`config.mk`:
```
export PLATFORM = sky130hd
export DESIGN_NAME = mdc_fft_ctrl
export DESIGN_NICKNAME = d
export VERILOG_FILES = /design/src/rtl/mdc_fft_ctrl.sv
export SDC_FILE = /design/constraint.sdc
export NUM_CORES = 1
export LEC_CHECK = 0
export CORE_ASPECT_RATIO = 2
export CORE_MARGIN = 5
export CORE_UTILIZATION = 54
export CTS_CLUSTER_DIAMETER = 100
export DETAILED_ROUTE_END_ITERATION = 10
export PLACE_DENSITY = 0.83
export SYNTH_ARGS = -nofsm -noshare
export SYNTH_HDL_FRONTEND = slang
export SYNTH_SLANG_ARGS = --single-unit
export TNS_END_PERCENT = 30
```
`constraint.sdc`:
```
create_clock -name clk -period 2.9 [get_ports clk]
set_clock_uncertainty 0.2 [all_clocks]
set_input_delay 0.29 -clock clk [delete_from_list [all_inputs] [get_ports clk]]
set_output_delay 0.29 -clock clk [all_outputs]
set_load 0.05 [all_outputs]
```
`src/rtl/mdc_fft_ctrl.sv`:
```
// Control sequencer for a radix-2 MDC FFT: commutator selects, stage strobes,
// frame sync and frame counting.
// Ports: clk, rst (async high); in_valid/in_sof in; clr_err in;
//        stage_en, sel, out_valid, out_sof, sync_err, frame_cnt out.
module mdc_fft_ctrl #(
  parameter int STAGES    = 4,
  parameter int STAGE_LAT = 1,
  parameter int FRAME_W   = 16
) (
  input  logic               clk,
  input  logic               rst,
  input  logic               in_valid,
  input  logic               in_sof,
  input  logic               clr_err,
  output logic [STAGES-1:0]  stage_en,
  output logic [STAGES-2:0]  sel,
  output logic               out_valid,
  output logic               out_sof,
  output logic               sync_err,
  output logic [FRAME_W-1:0] frame_cnt
);

  localparam int IW = STAGES - 1;
  localparam int L  = STAGES * STAGE_LAT;

  logic [IW-1:0]        cnt;
  logic [IW-1:0]        idx0;
  logic                 resync;
  logic [L-1:0]         vp;
  logic [L-1:0]         sp;
  logic [L-1:0][IW-1:0] ip;
  logic [STAGES-2:0]    sel_q;

  // sof forces index 0; a mid-frame sof is a resync
  assign idx0   = in_sof ? '0 : cnt;
  assign resync = in_valid & in_sof & (cnt != '0);

  always_ff @(posedge clk or posedge rst) begin
    if (rst) begin
      cnt <= '0;
      vp  <= '0;
      sp  <= '0;
      ip  <= '0;
    end else begin
      if (in_valid)
        cnt <= IW'(idx0 + 1'b1);
      vp[0] <= in_valid;
      sp[0] <= in_valid & (idx0 == '0);
      ip[0] <= idx0;
      for (int i = 1; i < L; i++) begin
        vp[i] <= vp[i-1];
        sp[i] <= sp[i-1];
        ip[i] <= ip[i-1];
      end
    end
  end

  assign stage_en[0] = in_valid;

  genvar k;
  for (k = 1; k < STAGES; k++) begin : g_en
    assign stage_en[k] = vp[k*STAGE_LAT-1];
  end

  // bubbles hold the commutator where it was
  for (k = 0; k < STAGES-1; k++) begin : g_sel
    if (k == 0) begin : g_s0
      assign sel[k] = stage_en[k] ? idx0[k] : sel_q[k];
    end else begin : g_sk
      assign sel[k] = stage_en[k] ? ip[k*STAGE_LAT-1][k] : sel_q[k];
    end
  end

  always_ff @(posedge clk or posedge rst) begin
    if (rst)
      sel_q <= '0;
    else
      sel_q <= sel;
  end

  assign out_valid = vp[L-1];
  assign out_sof   = sp[L-1];

  always_ff @(posedge clk or posedge rst) begin
    if (rst) begin
      frame_cnt <= '0;
    end else if (vp[L-1] && (ip[L-1] == '1)) begin
      frame_cnt <= frame_cnt + 1'b1;
    end
  end

  // set dominates clear
  always_ff @(posedge clk or posedge rst) begin
    if (rst)
      sync_err <= 1'b0;
    else if (resync)
      sync_err <= 1'b1;
    else if (clr_err)
      sync_err <= 1'b0;
  end

endmodule

```
# After elaboration in Yosys (flattened, before gate mapping)
# Cells that the tools add are included.
[totals] regBits=43 input_bits=5
[classes] addsub=2 n_eq_ne=1 n_mux=6 bitwise=3 reduce_logical=4
[op_table] op="adder 16 x 1 -> 16 bit (second input constant)" count=1
[op_table] op="2-to-1 mux 1 bit" count=5
[op_table] op="adder 3 x 1 -> 3 bit (second input constant)" count=1
[op_table] op="bitwise AND 1 bit" count=3
[op_table] op="equality test 3 bit (second input constant)" count=1
[op_table] op="logical NOT 3 bit" count=1
[op_table] op="2-to-1 mux 3 bit" count=1
[op_table] op="nonzero test 3 bit" count=1
[op_table] op="nonzero test 2 bit" count=1
[op_table] op="logical AND 1 bit" count=1

# Logic depth before layout (Yosys ltp)
# Gate-level depths: netlist of the first run.
[depth] ltp_word=3 ltp_mapped=5 mapped_depth_nobuf=5

# Least setup slack after synthesis of the first run
# No wires, ideal clock.
[synth_timing] path_kind="register to register" startpoint="register frame_cnt[0]" endpoint="register frame_cnt[10]" setup_time_ns=0.082 arrival_ns=1.534 slack_ns=1.084 stages_incl_launch_ff=6 cell_sequence="dfrtp_1 ha_1 and3_1 nand4_1 nor2_1 xor2_1"
[synth_between] elab_chain_cells=1
[synth_lines] element="from (decl)" line_no="20" text="output logic [FRAME_W-1:0] frame_cnt"
[synth_lines] element="from (signal assigned)" line_no="88" text="frame_cnt <= frame_cnt + 1'b1;"
[synth_lines] element="adder 16 x 1 -> 16 bit" line_no="88"
# No other way between the ends.
# A chain may end at the register's enable or synchronous reset.

# Final worst setup path of the first run
[layout_timing] startpoint="input port in_sof" endpoint="output port sel[0]"
[layout_between] elab_chain_cells=2
[layout_lines] element="from (decl)" line_no="13" text="input logic in_sof,"
[layout_lines] element="2-to-1 mux 3 bit" line_no="35" text="assign idx0 = in_sof ? '0 : cnt;"
[layout_lines] element="named net idx0[0]" line_no="27" text="logic [IW-1:0] idx0;"
[layout_lines] element="2-to-1 mux 1 bit" line_no="68" text="assign sel[k] = stage_en[k] ? idx0[k] : sel_q[k];"
[layout_lines] element="to (decl)" line_no="16" text="output logic [STAGES-2:0] sel,"
# The timed path passes the listed nets, and every way through them passes these cells.

==> results of run 1 <==
-- cells by family (layout without fill, tap and decap cells) --
kind of cell | after synthesis | count (layout) | synth area share, %
simple gates | 32 | 32 | 12.60
xor+xnor | 15 | 15 | 8.320
fa+ha+maj | 3 | 3 | 2.377
mux | 5 | 5 | 3.566
flops | 43 | 43 | 68.15
compound gates | 5 | 5 | 2.139
buf+inv | 10 | 47 | 2.852
-- flip-flops by register name (all words and copies together), names as in the netlist --
signal,count
sp,4
frame_cnt,16
sel_q,3
sync_err,1
cnt,3
ip,12
vp,4
-- Yosys cell counts --
library cell   n  share of area (%)
dfrtp_1       43                 68
clkbuf_1       1               0.24
xor2_1         7                3.9
nand4_1        4                1.6
mux2_2         5                3.6
and4_1         2                1.1
inv_1          7                1.7
and2_2         1               0.48
and3_1         3                1.2
nand3_1        4                1.3
nor2b_1        1               0.40
and3_2         1               0.48
nor3_2         1               0.63
o21ai_0        2               0.63
a21oi_1        1               0.32
nand2_1        4               0.95
ha_1           3                2.4
buf_4          2               0.95
a32o_1         1               0.63
nand2b_1       2               0.79
nor2_1         7                1.7
xnor2_1        8                4.4
nand4_4        1                1.3
o311ai_0       1               0.55
and4_4         1               0.71
-- worst max-delay path, stage by stage --
cell and delay [ns]:
clkdlybuf4s50_1 0.47, nor2b_1 0.32, mux2_2 0.23, clkdlybuf4s50_1 0.80
-- cell usage in the layout (no fill, tap or decap), types with 3 or more instances in the layout --
| master | count |
|---|---|
| nand4_1 | 4 |
| clkbuf_8 | 6 |
| and3_1 | 3 |
| dfrtp_1 | 43 |
| inv_1 | 7 |
| nand2_1 | 4 |
| xnor2_1 | 8 |
| clkdlybuf4s50_1 | 30 |
| mux2_2 | 5 |
| ha_1 | 3 |
| nand3_1 | 4 |
| xor2_1 | 7 |
| nor2_1 | 7 |
-- per-stage QoR --
step	setup WS, ns	instance area [um2]	hold slack, ns
3_5_place_dp	0.2977	1912	0.1347
4_1_cts	0.2859	2011	0.1513
5_1_grt	0.2112	2011	0.1610
3_3_place_gp	0.4068	1912	0.1328
2_1_floorplan	1.084	1579	0.1214
6_report	0.3008	2011	0.1490
-- layout make-up --
| type | instances | area, um2 |
|---|---|---|
| Sequential cell | 43 | 1076 |
| Timing Repair Buffer | 32 | 315.3 |
| Inverter | 7 | 26.28 |
| Multi-Input combinational cell | 60 | 457.9 |
| Fill cell | 196 | 759.5 |
| Clock buffer | 6 | 82.58 |
| Tap cell | 29 | 36.28 |
| Clock inverter | 2 | 16.27 |
-- power groups by stage --
stage               Sequential [uW]  Clock (uW)  Combinational [uW]
finish                          672         385                 152
global route                    679         420                 164
CTS                             673         399                 156
detailed placement              684           0                 154
global placement                680           0                 149
floorplan                       711           0                68.0
-- how the worst max path moves through the flow --
stage                            start             to  cells after the start  slack [ns]
after CTS                       in_sof         sel[0]                      4        0.29
after global routing            in_sof         sel[0]                      4        0.21
after global placement          in_sof         sel[0]                      4        0.41
after detailed placement        in_sof         sel[0]                      4        0.30
final                           in_sof         sel[0]                      4        0.30
after floorplan           frame_cnt[0]  frame_cnt[10]                      5        1.08
-- per-layer routing --
metal / track usage [%] / vias up
li1: - / 447
met1: 16.78 / 475
met2: 26.67 / 30
met3: 5.821 / 6
met5: 0 / -
met4: 5.882 / 0
==> results.yml, run 1 <==
sta:
  fmax_mhz: 384.7
  hold_viol: 0
  setup_tns_ns: 0
  rsz0062_at_grt: "no"
  slew_headroom_pct: 64.85
  final-setup-viol-count: 0
  period_minus_slack_ns: 2.599
  fin_crit_sh_pct: 89.63
  drv_slew: 0
  max_slew.worst_pin.slew_ns: 0.5255
detailed_routing:
  m1WireLength_um: 953
  wirelength_um: 2666
  top_layer: "met4"
  ant_nets: 0
  detail_route.vias_per_cell: 5.352
  num_vias: 958
  drcViolationCount: 0
  dr_wl_met2_um: 1483
  dr_wl_met3_um: 186
  post_drt_wl_per_cell_um: 14.89
  dr.first_iter.drc_count: 9
  dr.pass1.iters: 4
finish:
  fin_util_pct: 72.58
  fin_cells: 179
  area_delta_synth_final_pct: 27.34
  finish.net_count: 157
  n_antenna_cell: 0
  drive_gt1_share_pct: 13.33
placement:
  placed_cells_incl_taps: 171
  dp_hpwl_um: 1997
  gp_congestion: 0.7165
  portBuffers: 30
logic_synthesis:
  yosys_warnings: 0
  synthCells: 113
  ys_types: 25
  ys_seq_elements: 43
  syn_area_mm2: 0.001579
  synth_nets: 121
  yosysSeqAreaShare_pct: 68.15
  syn_avg_cell_area_um2: 13.97
clock_network:
  cts_tree: "yes"
  htreeDepth: 2
  path_clk_slew_ns: 0.08
  clock_sink_count: 43
  clk-insertion-delay-late_ns: 0.29
  cts_root_buffer: "clkbuf_8"
  cts-resized-gates: 0
  clockBufferDepth: 2
  cts_setup_buffers: 0
  hold_buffers: 0
  cts_buffers: 5
power:
  power_frac_comb_pct: 12.6
  switching_power_uw: 313.6
  peakVddDrop_v: 0.0004457
  p_per_area_mw_per_mm2: 601.3
  pwr-share-seq_pct: 55.5
  clock_power_share_pct: 31.9
  p_total_uw: 1209
  switching_share_pct: 25.94
  power.leakage_uw: 0.0009697
  power.internal_uw: 895.4
setup_path:
  r2r-start: "vp[3]"
  crit_arrival_ns: 2.11
  start_kind: "primary input"
  crit_required_ns: 2.41
  crit_fanout: 5
  path_class: "primary input to primary output"
  timing.rr.end: "frame_cnt[14]"
  cp-end-kind: "primary output"
  rrSetupSlack_ns: 1.22
  reg2reg_depth: 4
floorplanning:
  die-area_mm2: 0.004171
  dieHeight_um: 86.47
  boundaryPins: 31
  num_rows: 27
  core_area_mm2: 0.002770
  fp.dieW_um: 48.24
  start_util_pct: 57.00
global_routing:
  grt_start_max_net_pins: 44
  grt_pass1_wl_um: 4705
  antenna_found_initial: 0
  grt_usage_pct: 15.78
  first_global_vias: 1074
  grt_overflow: 0
min_path:
  holdPathEnd: "sp[1]"
  hp-class: "flip-flop to flip-flop"
  holdCritStartpoint: "sp[0]"
  min_path_cells: 0
outcome:
  outcome: "complete, no violations"
job:
  maxCapViolations: 0
No activity file was read; power rests on OpenSTA's default activity.
==> run 2, diff against run 1 <==
--- a/config.mk
+++ b/config.mk
@@ -9,8 +9,10 @@
 export CORE_MARGIN = 5
 export CORE_UTILIZATION = 54
 export CTS_CLUSTER_DIAMETER = 100
+export CTS_CLUSTER_SIZE = 14
 export DETAILED_ROUTE_END_ITERATION = 10
 export PLACE_DENSITY = 0.83
+export SKIP_CTS_REPAIR_TIMING = 1
 export SYNTH_ARGS = -nofsm -noshare
 export SYNTH_HDL_FRONTEND = slang
 export SYNTH_SLANG_ARGS = --single-unit
==> results of run 2 <==
Same layout as run 1: the final DEF is identical, and so are final timing and power.
==> run 3, diff against run 2 <==
--- a/config.mk
+++ b/config.mk
@@ -12,6 +12,7 @@
 export CTS_CLUSTER_SIZE = 14
 export DETAILED_ROUTE_END_ITERATION = 10
 export PLACE_DENSITY = 0.83
+export RECOVER_POWER = 100
 export SKIP_CTS_REPAIR_TIMING = 1
 export SYNTH_ARGS = -nofsm -noshare
 export SYNTH_HDL_FRONTEND = slang
==> results.yml, run 3 (synthesized netlist as in run 1, its figures left out) <==
outcome:
  outcome: "complete, no violations"
global_routing:
  grt_overflow: 0
  antenna_found_initial: 0
  grt_pass1_wl_um: 4705
  grt_usage_pct: 15.78
  grt_start_max_net_pins: 44
  first_global_vias: 1074
finish:
  fin_area_mm2: 0.001984
  mostFrequentLayoutCell: "dfrtp_1"
  reg.largest.list: "frame_cnt (16), ip (12)"
  finish.net_count: 157
  area_delta_synth_final_pct: 25.67
  final_cell_mix: "43 x dfrtp_1, 28 x dlygate4sd3_1, 8 x xnor2_1"
  top_register: "frame_cnt"
  fillers: 200
  n_antenna_cell: 0
  drive_gt1_share_pct: 10.00
  largest_reg_flops: 16
sta:
  period_minus_slack_ns: 2.662
  fin_crit_sh_pct: 91.81
  fmax_mhz: 375.6
  slew_headroom_pct: 32.97
  hold_viol: 0
  setup_tns_ns: 0
  max_slew.worst_pin.slew_ns: 1.005
  rsz0062_at_grt: "no"
  final-setup-viol-count: 0
  drv_slew: 0
detailed_routing:
  wirelength_um: 2672
  dr.pass1.iters: 4
  ant_nets: 0
  drcViolationCount: 0
  dr.first_iter.drc_count: 13
  num_vias: 960
  detail_route.vias_per_cell: 5.363
  post_drt_wl_per_cell_um: 14.93
clock_network:
  clockBufferDepth: 2
  clk-insertion-delay-late_ns: 0.29
  cts_root_buffer: "clkbuf_8"
  clock_sink_count: 43
  cts_buffers: 5
  path_clk_slew_ns: 0.08
  htreeDepth: 2
  cts_tree: "yes"
power:
  p_per_area_mw_per_mm2: 604.9
  peakVddDrop_v: 0.0004400
  power.leakage_uw: 0.001019
setup_path:
  timing.rr.end: "frame_cnt[13]"
  start_kind: "primary input"
  path_class: "primary input to primary output"
  r2r-start: "vp[3]"
  crit_fanout: 5
  crit_required_ns: 2.41
  crit_arrival_ns: 2.17
  cp-end-kind: "primary output"
  rrSetupSlack_ns: 1.08
  reg2reg_depth: 4
placement:
  portBuffers: 30
  place_area_mm2: 0.001912
  gp_congestion: 0.7165
  dp_hpwl_um: 1997
floorplanning:
  die-area_mm2: 0.004171
  dieHeight_um: 86.47
  num_rows: 27
  fp.dieW_um: 48.24
  boundaryPins: 31
  start_util_pct: 57.00
  core_area_mm2: 0.002770
min_path:
  holdCritStartpoint: "sp[0]"
  min_path_cells: 0
  holdPathEnd: "sp[1]"
  hp-class: "flip-flop to flip-flop"
job:
  maxCapViolations: 0
## run 3: cell types whose count changed in the layout (fill, tap and decap cells not counted), moves of 2 or more
cell | before | now
mux2_2 | 5 | 3
mux2_1 | 0 | 2
dlygate4sd3_1 | 0 | 28
clkdlybuf4s50_1 | 30 | 2
buf_4 | 2 | 0
## run 3: critical path, stage by stage
cell,delay [ns]
clkdlybuf4s50_1,0.47
nor2b_1,0.33
mux2_1,0.21
dlygate4sd3_1,0.87
## run 3: worst max-delay path by stage
stage	from	slack, ns	endpoint
2_1_floorplan	frame_cnt[0]	1.08	frame_cnt[10]
3_5_place_dp	in_sof	0.30	sel[0]
5_1_grt	in_sof	0.16	sel[0]
6_report	in_sof	0.24	sel[0]
3_3_place_gp	in_sof	0.41	sel[0]
4_1_cts	in_sof	0.29	sel[0]
## run 3: power breakdown
part / leakage (uW) / total, uW / internal, uW / switching (uW)
clock network: 0.0000474 / 386 / 194 / 192
logic: 0.000405 / 143 / 45.1 / 98.3
registers: 0.000566 / 671 / 648 / 23.1
## run 3: stage by stage
| step | utilization (%) | power (uW) | setup WS, ns | cells | hold WS, ns |
|---|---|---|---|---|---|
| final | 71.64 | 1200 | 0.2375 | 179 | 0.1487 |
| after detailed placement | 69.02 | 838.2 | 0.2977 | 171 | 0.1347 |
| after global routing | 71.64 | 1253 | 0.1559 | 179 | 0.1610 |
| after global placement | 69.02 | 829.4 | 0.4068 | 171 | 0.1328 |
| after floorplan | - | 778.7 | 1.084 | 113 | 0.1214 |
| after CTS | 72.58 | 1227 | 0.2859 | 179 | 0.1513 |
## run 3: cell type report
cell class | count | area, um2 | area share [%]
Clock buffer | 6 | 82.58 | 4.161
Clock inverter | 2 | 16.27 | 0.8197
Inverter | 7 | 26.28 | 1.324
Multi-Input combinational cell | 60 | 437.9 | 22.07
Sequential cell | 43 | 1076 | 54.22
Tap cell | 29 | 36.28 | 1.829
Timing Repair Buffer | 32 | 309.0 | 15.57
## run 3: routing by layer
| layer | track usage, % | wire, um | share of wire (%) | vias up |
|---|---|---|---|---|
| li1 | - | - | - | 445 |
| met1 | 16.78 | 962 | 36 | 481 |
| met2 | 26.67 | 1482 | 55 | 28 |
| met3 | 5.821 | 184 | 6.9 | 6 |
| met4 | 5.882 | 43 | 1.6 | 0 |
| met5 | 0 | 0 | 0 | - |
==> RTL change 1 (flow settings as in run 1) <==
Put a register stage on the outputs `out_valid` and `out_sof`, without a reset. The values now appear one clock later. The other outputs are not delayed to match.
--- a/src/rtl/mdc_fft_ctrl.sv
+++ b/src/rtl/mdc_fft_ctrl.sv
@@ -78,8 +78,10 @@
       sel_q <= sel;
   end
 
-  assign out_valid = vp[L-1];
-  assign out_sof   = sp[L-1];
+  always_ff @(posedge clk) begin
+    out_valid <= vp[L-1];
+    out_sof   <= sp[L-1];
+  end
 
   always_ff @(posedge clk or posedge rst) begin
     if (rst) begin
Function: changed (Yosys sat finds a counterexample within 10 cycles, from zero or initial values and one cycle with rst high).
==> RTL change 1 against run 1 <==
Total power is 4.2% higher; die area is 3.3% higher; worst setup slack worse by 0.00076 ns; highest routed layer unchanged; wire length is 0.30% higher; critical path depth stayed put; largest cell class unchanged; sequential cell count is 2 higher; final area is 2.1% higher; area after synthesis is 4.0% higher.
==> RTL change 1: results (changes against run 1) <==
.. list-table::
   :header-rows: 1

   * - Metric
     - Value
   * - Startpoint of the worst-slack reg-to-reg timing path
     - cnt[0]$_DFFE_PP0P_
   * - Non-clock buffering overhead
     - 15.4% (-0.32 points)
   * - Register Area
     - 1120 um2 (+3.7%)
   * - Multi-input gate share of total cell area
     - 22.3% (-0.46 points)
   * - Final weighted congestion in routability-driven placement
     - 0.711 (-0.81%)
   * - 1st-iter DRT viols
     - 17 (+8)
   * - Routed via count
     - 978 (+2.1%)
   * - Maximum number of pins on one net before global-route repair
     - 44 (unchanged)
   * - Hold Slack
     - 0.151 ns (+0.00168 ns)
   * - Count of input and output buffers
     - 30 (unchanged)
   * - Floorplan die area
     - 4310 um2 (+3.3%)
   * - Shortest clock period the worst path allows after layout
     - 2.60 ns (+0.000762 ns)
   * - Reported leakage power
     - 0.987 nW (+1.8%)
   * - Top FF cell, synth
     - dfrtp_1
   * - Share of the yosys chip area belonging to registers
     - 68.0% (-0.16 points)
   * - Hold wc startpoint
     - sp[3]$_DFF_PP0_
   * - Vias in the first global route
     - 1,073 (-0.093%)
   * - Placed cells
     - 174 (+1.8%)
   * - Leading post-synthesis cells by cell area
     - dfrtp_1, xnor2_1, xor2_1
   * - Maximum vdd ir drop
     - 0.000468 V (+5.0%)
   * - Global router's overall resource usage
     - 14.7% (-1.1 points)
   * - Global-route wire length before repair
     - 4740 um (+0.74%)
   * - Share of layout cells above drive strength 1
     - 13.2% (-0.18 points)
   * - Instance area at placement
     - 1950 um2 (+2.2%)
   * - Min-Delay Endpoint
     - out_sof$_DFF_P_
   * - Clock-cell share of area
     - 4.82% (-0.099 points)
   * - Filler cell count in the final layout
     - 222 (+13%)
   * - Mapped Cells
     - 118 (+4.4%)
   * - Final net count
     - 159 (+1.3%)
   * - Number of sinks handled by clock tree synthesis
     - 45 (+4.7%)
   * - Wire length reported by the detailed router
     - 2670 um (+0.30%)
   * - HPWL after detailed placement
     - 1980 um (-1.0%)
   * - Pre-CTS setup slack
     - 0.303 ns (+0.00504 ns)
   * - Number of distinct standard cells referenced by the synthesized netlist
     - 26 (+4.0%)
   * - Critical R2R Capture
     - cnt[1]$_DFFE_PP0P_
   * - Mapped Nets
     - 126 (+4.1%)
   * - Fraction of registers with async set or reset after synthesis
     - 95.6% (-4.4 points)
   * - Status
     - complete, no violations
   * - Biggest cell delay along the critical path
     - 0.80 ns (about the same)
   * - Delay-heaviest family, CP
     - buffers and inverters
   * - Non-filler cells in the finished layout
     - 182 (+1.7%)
   * - Max_slew headroom
     - 66.0% (+1.1 points)
RTL change 1: cell types whose count changed after synthesis, sizes merged:
cell,before,now
buf,2,5
dfxtp,0,2
RTL change 1: per-layer routing:
| layer | vias up | share of wire (%) | track usage, % |
|---|---|---|---|
| met3 | 7 | 6.3 | 5.45 |
| met1 | 489 | 35 | 13.8 |
| met2 | 27 | 56 | 26.3 |
| met4 | 0 | 2.7 | 9.31 |
| li1 | 455 | - | - |
| met5 | - | 0 | 0 |
RTL change 1: kinds of logic after synthesis:
logic type | Yosys count | share of synthesized area (%)
mux | 5 | 3.43
fa+ha+maj | 3 | 2.29
compound gates | 5 | 2.06
simple gates | 32 | 12.1
xor+xnor | 15 | 8.00
flops | 45 | 68.0
buf+inv | 13 | 4.12
RTL change 1: power by group:
group	internal, mW	switching [mW]
Clock	0.196	0.209
Sequential	0.678	0.0241
Combinational	0.0539	0.0994
==> RTL change 2 (settings of run 1) <==
Without the edit above. Change the parameter `FRAME_W` from 16 to 24.
--- a/src/rtl/mdc_fft_ctrl.sv
+++ b/src/rtl/mdc_fft_ctrl.sv
@@ -5,7 +5,7 @@
 module mdc_fft_ctrl #(
   parameter int STAGES    = 4,
   parameter int STAGE_LAT = 1,
-  parameter int FRAME_W   = 16
+  parameter int FRAME_W   = 24
 ) (
   input  logic               clk,
   input  logic               rst,
Interface: changed (resized frame_cnt); port bits go from 31 to 39. No check against the original RTL was run, so the function may have changed too.
==> RTL change 2 against run 1 <==
Worst setup slack gained 0.0084 ns; final area grew 25%; hold slack lost 0.024 ns; critical path type unchanged; total power grew 17%; largest cell class unchanged; wire length grew 35%; sequential cell count grew 8; fmax grew 0.32%; critical path depth is the same; first-iteration DRC count grew 120%; clock power grew 24%; area after synthesis grew 25%.
==> RTL change 2: results (changes against run 1) <==
.. list-table::
   :header-rows: 1

   * - Metric
     - Value
   * - Final net count
     - 199 (+27%)
   * - Reported leakage power
     - 1.20 nW (+24%)
   * - Status
     - complete, no violations
   * - Maximum number of pins on one net before global-route repair
     - 27 (-39%)
   * - Wl on met1
     - 1380 um (+45%)
   * - Critical R2R Capture
     - frame_cnt[20]$_DFFE_PP0P_
   * - Routed via count
     - 1,249 (+30%)
   * - Transition time of the tightest slew-check pin
     - 0.515 ns (-0.0107 ns)
   * - Met1 layer usage reported by global route
     - 19.6% (+2.8 points)
   * - Minimum setup slack among reg-to-reg paths
     - 1.04 ns (-0.18 ns)
   * - Share of layout cells above drive strength 1
     - 10.4% (-2.9 points)
   * - Placed cells
     - 233 (+36%)
   * - Multiplexer fraction of the synthesized cell area
     - 2.86% (-0.71 points)
   * - Vias in the first global route
     - 1,306 (+22%)
   * - Clk network pwr share
     - 33.7% (+1.8 points)
   * - Mapped Nets
     - 155 (+28%)
   * - Pre-CTS setup slack
     - 0.300 ns (+0.00227 ns)
   * - Mapped Cells
     - 147 (+30%)
   * - Share of the yosys chip area belonging to registers
     - 64.8% (-3.3 points)
   * - Commonest cells in the synthesized netlist
     - dfrtp_1, xnor2_1, xor2_1
   * - Met2 routed wirelength
     - 1910 um (+29%)
   * - Biggest registers after layout
     - frame_cnt x24, ip x12
   * - Flop pwr share
     - 55.2% (-0.3 points)
   * - Count of input and output buffers
     - 38 (+27%)
   * - Flip-flop and latch power
     - 782 uW (+16%)
   * - Startpoint of the worst-slack reg-to-reg timing path
     - frame_cnt[2]$_DFFE_PP0P_
   * - Xor-xnor portion of the synthesized cell area
     - 10.2% (+1.9 points)
   * - Maximum vdd ir drop
     - 0.000469 V (+5.2%)
   * - Leading post-synthesis cells by cell area
     - dfrtp_1, xnor2_1, xor2_1
   * - Compound-cell area share of the yosys netlist
     - 1.72% (-0.42 points)
   * - Filler cell count in the final layout
     - 266 (+36%)
RTL change 2: cell type report:
| class | count | area share (%) |
|---|---|---|
| clock buffer | 6 | 2.88 |
| clock inverter | 2 | 1.54 |
| inverter | 7 | 1.04 |
| multi-input combinational | 85 | 25.4 |
| sequential | 51 | 50.7 |
| tap | 49 | 2.44 |
| timing repair buffer | 41 | 16.0 |
RTL change 2: per-stage QoR:
step	hold slack (ns)	instance area, um2
2_1_floorplan	0.121	1970
3_3_place_gp	0.132	2410
3_5_place_dp	0.136	2410
4_1_cts	0.135	2520
5_1_grt	0.170	2520
6_report	0.125	2520
RTL change 2: kinds of logic (layout without fill, tap and decap cells):
family | Yosys count | count (layout)
AOI/OAI and AO/OA | 5 | 5
xor gates and xnor gates | 23 | 23
adders and majority gates | 3 | 3
buffers and inverters | 11 | 56
DFF | 51 | 51
muxes | 5 | 5
and+or+nand+nor | 49 | 49
